### config.mk
export PLATFORM = sky130hd
export DESIGN_NAME = shift_seq8
export DESIGN_NICKNAME = d
export VERILOG_FILES = /design/src/rtl/shift_seq8.sv
export SDC_FILE = /design/constraint.sdc
export NUM_CORES = 1
export LEC_CHECK = 0
export ABC_AREA = 0
export ABC_CLOCK_PERIOD_IN_PS = 3700
export CAP_MARGIN = 20
export CORE_MARGIN = 5
export CORE_UTILIZATION = 53
export CTS_BUF_LIST = sky130_fd_sc_hd__clkbuf_4
export DETAILED_ROUTE_END_ITERATION = 7
export PLACE_DENSITY = 0.95
export SYNTH_ARGS = -nofsm -noshare
export SYNTH_HDL_FRONTEND = slang
export SYNTH_SLANG_ARGS = --single-unit
export TNS_END_PERCENT = 50
### constraint.sdc
create_clock -name clk -period 3.7 [get_ports clk]
set_input_delay 0.555 -clock clk [delete_from_list [all_inputs] [get_ports clk]]
set_output_delay 0.555 -clock clk [all_outputs]
set_load 0.02 [all_outputs]
### src/rtl/shift_seq8.sv
// Shift command sequencer: splits a 0-7 bit shift into shifter steps of at most 3 bits.
// Optional abort port pair enabled by defining SHIFT_SEQ8_ABORT_EN.
module shift_seq8 (
    input  logic       clk,
    input  logic       reset_n,
`ifdef SHIFT_SEQ8_ABORT_EN
    input  logic       abort,
    output logic       aborted,
`endif
    input  logic       start,
    input  logic [2:0] cmd,
    input  logic [2:0] amount,
    output logic       ready,
    output logic [2:0] op,
    output logic [1:0] shamt,
    output logic       busy,
    output logic       done,
    output logic       err
);
    localparam logic [2:0] OP_NOP  = 3'b000;
    localparam logic [2:0] OP_LOAD = 3'b001;
    localparam logic [2:0] OP_LSL  = 3'b010;
    localparam logic [2:0] OP_LSR  = 3'b011;
    localparam logic [2:0] OP_ASR  = 3'b100;

    typedef enum logic {IDLE, RUN} state_t;

    state_t     state;
    logic [2:0] cur_op;
    logic [2:0] rem;      // distance still owed after the step currently on op/shamt

    logic [2:0] f_op;
    logic [1:0] f_shamt;
    logic [2:0] f_rem;
    logic       f_err;
    logic [1:0] s_shamt;
    logic [2:0] s_rem;
    logic       accept;

    // First step of an incoming command; illegal ops and zero shifts collapse to one NOP step.
    always_comb begin
        f_op    = OP_NOP;
        f_shamt = 2'd0;
        f_rem   = 3'd0;
        f_err   = 1'b0;
        case (cmd)
            OP_LOAD: f_op = OP_LOAD;
            OP_LSL, OP_LSR, OP_ASR: begin
                if (amount != 3'd0) begin
                    f_op    = cmd;
                    f_shamt = (amount > 3'd3) ? 2'd3 : amount[1:0];
                    f_rem   = (amount > 3'd3) ? amount - 3'd3 : 3'd0;
                end
            end
            default: f_err = 1'b1;
        endcase
    end

    always_comb begin
        s_shamt = (rem > 3'd3) ? 2'd3 : rem[1:0];
        s_rem   = (rem > 3'd3) ? rem - 3'd3 : 3'd0;
    end

    assign ready  = (state == IDLE) || (rem == 3'd0);
    assign accept = start && ready;

    always_ff @(posedge clk or negedge reset_n) begin
        if (!reset_n) begin
            state  <= IDLE;
            cur_op <= OP_NOP;
            rem    <= 3'd0;
            op     <= OP_NOP;
            shamt  <= 2'd0;
            busy   <= 1'b0;
            done   <= 1'b0;
            err    <= 1'b0;
`ifdef SHIFT_SEQ8_ABORT_EN
            aborted <= 1'b0;
`endif
        end else begin
            done <= 1'b0;
            err  <= 1'b0;
`ifdef SHIFT_SEQ8_ABORT_EN
            aborted <= 1'b0;
            if (abort && state == RUN) begin
                state   <= IDLE;
                rem     <= 3'd0;
                op      <= OP_NOP;
                shamt   <= 2'd0;
                busy    <= 1'b0;
                aborted <= 1'b1;
            end else
`endif
            if (accept) begin
                state  <= RUN;
                cur_op <= f_op;
                op     <= f_op;
                shamt  <= f_shamt;
                rem    <= f_rem;
                busy   <= 1'b1;
                done   <= (f_rem == 3'd0);
                err    <= f_err;
            end else if (state == RUN && rem != 3'd0) begin
                op    <= cur_op;
                shamt <= s_shamt;
                rem   <= s_rem;
                done  <= (s_rem == 3'd0);
            end else begin
                state <= IDLE;
                rem   <= 3'd0;
                op    <= OP_NOP;
                shamt <= 2'd0;
                busy  <= 1'b0;
            end
        end
    end
endmodule

==> results summary <==
Derived from the worst setup path, the maximum achievable clock frequency is 0.363 GHz. At the end of routability-driven placement, the weighted congestion stood at 0.880. STA classifies the critical path endpoint as a primary output.

In this run the most critical hold path is launched from cur_op[0]. The relative max-transition margin is 60.2%. The detailed router's first-iteration violation count came out at 22. The path with the worst hold slack has its endpoint at cur_op[0]. After clock tree synthesis, the repair step resized 0 gates.

The run finished with clean final reports. The total track usage is 17.3%. The area growth from synthesis to layout is 29.0%. Dividing the detail-routed wire length by the instance count gives 14.4 um. The sink count of the clock tree is 14. The worst path required time came out at 3.14 ns.

The share of final-layout standard cells stronger than drive strength 1 came out at about a tenth. The floorplan die area is 0.00225 mm2. The largest net degree at the start of global routing came out at 15. The leakage power came out at 0.436 nW. The synthesized area came out at 742 um2. The average cell area after synthesis is about 10 um2. The number of nets with antenna violations after detailed routing is 0.

The worst hold-check path type is register to register. The signal on the critical path passes through inv_1, ha_1, nor2b_2, nor2_1, inv_1, clkdlybuf4s50_1. The number of setup buffers added after CTS came out at 0. The antenna diode count is 0. The total of hold buffers inserted after clock tree synthesis came out at 0. The number of buffers added by the clock tree synthesis step came out at 3. The source-to-sink clock delay at the later pin of the worst-skew pair is 0.28 ns. The quantity of I/O buffers inserted on ports is 17. The CTS root buffer is sky130_fd_sc_hd__clkbuf_4.

The worst-case clock buffer depth is 2. Setup repair after global routing left no endpoint under its margin. The total cell area at the placement stage came out at roughly 930 um2. TritonCTS built the clock tree. The timing startpoint of the critical path is rem[0]. The post-route standard cell area excluding fillers came out at 957 um2. The initial standard-cell utilization of the core is 56.3%. The capture instance of the worst register-to-register path is done. The DRC violation count after routing is 0. Synthesis produced a netlist whose cell count is 72.

The number of placement rows came out at 13. VDD sags by at most about 0.00016 V. The sequential-to-total area share from yosys stat came out at 47.2%.

The number of detailed-routing iterations run before antenna repair came out at 4. The number of vias per cell came out at 5.92. The tool flagged a number of max-cap violations equal to 0. The I/O pin count came out at 18. The depth of the worst register-to-register path came out at 6.

The global route total overflow came out at 0. The total count of hold-check failures in the final report came out at 0. The top fanout value on the critical path came out at 7. The initial antenna violation count came out at 0. The number of nets in the synthesized netlist is 87. Summed over all failing endpoints, the final setup total negative slack is 0 ns. The global-route wire length before repair is 2640 um. The layout has 91 filler cells.

Setup violations remaining at the end of the flow were counted as 0. The die width is 47.4 um. At the worst endpoint, the arrival time is 2.20 ns. The detailed router placed 639 vias in this run.

The number of library cell types mapped by synthesis is 28. The kind of start point of the critical path is a register. Setup slack on the critical path of the routed design comes to 0.943 ns. For this run, the number of standard cells in the final layout without fillers is about 110. The die extent in y is 47.4 um. The final worst-path cycle share is 74.5%. The max-slew violation count came out at 0.

The critical path is of the register to primary output type. The cell with the biggest individual delay on the critical path is sky130_fd_sc_hd__clkdlybuf4s50_1. The clock transition at the registers of the reported paths is 0.09 ns. The post-synthesis register bit count came out at 14. The post-route clock skew came out at 0.00935 ns. The number of H-tree levels came out at 1. In this run the critical register-to-register path is launched from rem[0]. In this design, the stage delay of the slowest critical-path cell is 0.57 ns. The minimum setup slack after placement came out at between 1 and 1.5 ns. The leading cell type in the layout, fill and taps excluded is sky130_fd_sc_hd__clkdlybuf4s50_1. The total length of routed wires came out at roughly 1600 um. The minimum period implied by the final worst setup slack came out at 2.76 ns.

Hold timing on the final database bottoms out at a slack of 0.511 ns. The actual transition at the worst max-transition pin is 0.595 ns. In the layout the commonest cells are sky130_fd_sc_hd__clkdlybuf4s50_1, sky130_fd_sc_hd__dfrtp_1, sky130_fd_sc_hd__nor2_1, sky130_fd_sc_hd__inv_1, sky130_fd_sc_hd__ha_1. The number of global-route vias before repair is 615. Power spread over the standard cell area amounts to 349 mW/mm2. Among the stages of the critical path, the cell type that occurs most often is sky130_fd_sc_hd__inv_1. The final layout net count is 109. The count of warnings emitted by yosys is 0. The worst hold path passes through 2 cells. The placeable core region is 0.00132 mm2. The placed wire-length estimate came out at 1220 um.

The worst reg-to-reg setup slack is 1.94 ns. The total placed cells including tap cells came out at 104.
power by group:
part	switching (mW)	internal, mW	total [mW]	leakage (nW)
sequential	0.00549	0.163	0.169	0.185
clock	0.0498	0.0391	0.0889	0.0154
combinational	0.0403	0.0358	0.0761	0.235
total	0.0956	0.238	0.334	0.436
metrics by stage:
stage | util, % | power (mW)
after global placement | 70.7 | 0.245
after detailed placement | 70.7 | 0.248
after CTS | 72.6 | 0.333
after global routing | 72.6 | 0.351
final | 72.6 | 0.334
after floorplan | - | 0.211
cell type report:
class	instances	area, um2	share of cell area [%]
sequential	14	350	36.6
clock inverter	1	3.75	0.392
multi-input combinational	50	362	37.8
clock buffer	3	22.5	2.35
inverter	8	30.0	3.14
tap	15	18.8	1.96
timing repair buffer	17	170	17.8
critical path, delay by kind of cell, from the launching register on:
kind                     cells  cell delay, ns
adder cells (fa/ha/maj)      1            0.18
buffers and inverters        3            0.80
flip-flops                   1            0.42
AND/OR/NAND/NOR              2            0.52
synth_stat cells:
cell	number	area share (%)
sky130_fd_sc_hd__dfrtp_1	14	47
sky130_fd_sc_hd__nor2_1	9	4.6
sky130_fd_sc_hd__inv_1	8	4.0
sky130_fd_sc_hd__ha_1	6	10
sky130_fd_sc_hd__nand2_1	4	2.0
sky130_fd_sc_hd__o21ai_0	4	2.7
sky130_fd_sc_hd__a22o_1	2	2.4
sky130_fd_sc_hd__a22o_2	2	2.7
sky130_fd_sc_hd__a32o_1	2	2.7
sky130_fd_sc_hd__nor4_1	2	1.7
sky130_fd_sc_hd__o21a_1	2	2.0
sky130_fd_sc_hd__a21oi_1	1	0.67
sky130_fd_sc_hd__and2b_1	1	1.0
sky130_fd_sc_hd__nand3_1	1	0.67
sky130_fd_sc_hd__nand3b_1	1	1.0
sky130_fd_sc_hd__nor2_2	1	0.84
sky130_fd_sc_hd__nor2b_1	1	0.84
sky130_fd_sc_hd__nor2b_2	1	1.2
sky130_fd_sc_hd__nor3b_4	1	2.5
sky130_fd_sc_hd__o211ai_1	1	1.0
sky130_fd_sc_hd__o21ai_1	1	0.67
sky130_fd_sc_hd__o21ai_2	1	1.2
sky130_fd_sc_hd__o22ai_1	1	0.84
sky130_fd_sc_hd__o31a_1	1	1.2
sky130_fd_sc_hd__o32ai_1	1	1.2
sky130_fd_sc_hd__or2b_1	1	1.0
sky130_fd_sc_hd__or3_1	1	0.84
sky130_fd_sc_hd__xnor2_1	1	1.2
flip-flops by register name, indices dropped and copies added, names as in the netlist:
register and cells:
cur_op 3, err 1, op 3, shamt 2
state 1, rem 3, done 1
worst max-delay path by stage:
stage | to | cells past startpoint | slack, ns
final | ready | 6 | 0.94
after global routing | ready | 6 | 0.81
after CTS | ready | 6 | 0.98
after detailed placement | ready | 6 | 1.28
after global placement | ready | 6 | 1.37
after floorplan | ready | 5 | 1.93
cell families after synthesis:
family / count (synthesis) / synth area share, %
fa+ha+maj: 6 / 10.1
simple gates: 24 / 18.2
compound gates: 19 / 19.2
buf+inv: 8 / 4.05
xor+xnor: 1 / 1.18
flops: 14 / 47.2
routing by layer:
metal	vias to the layer above	wire length [um]	GRT usage, %
met5	-	0	0
met4	0	61	9.94
met3	8	121	4.14
met2	38	755	28.1
met1	297	617	20.7
li1	296	-	-
Power figures use the tool's default switching activity.
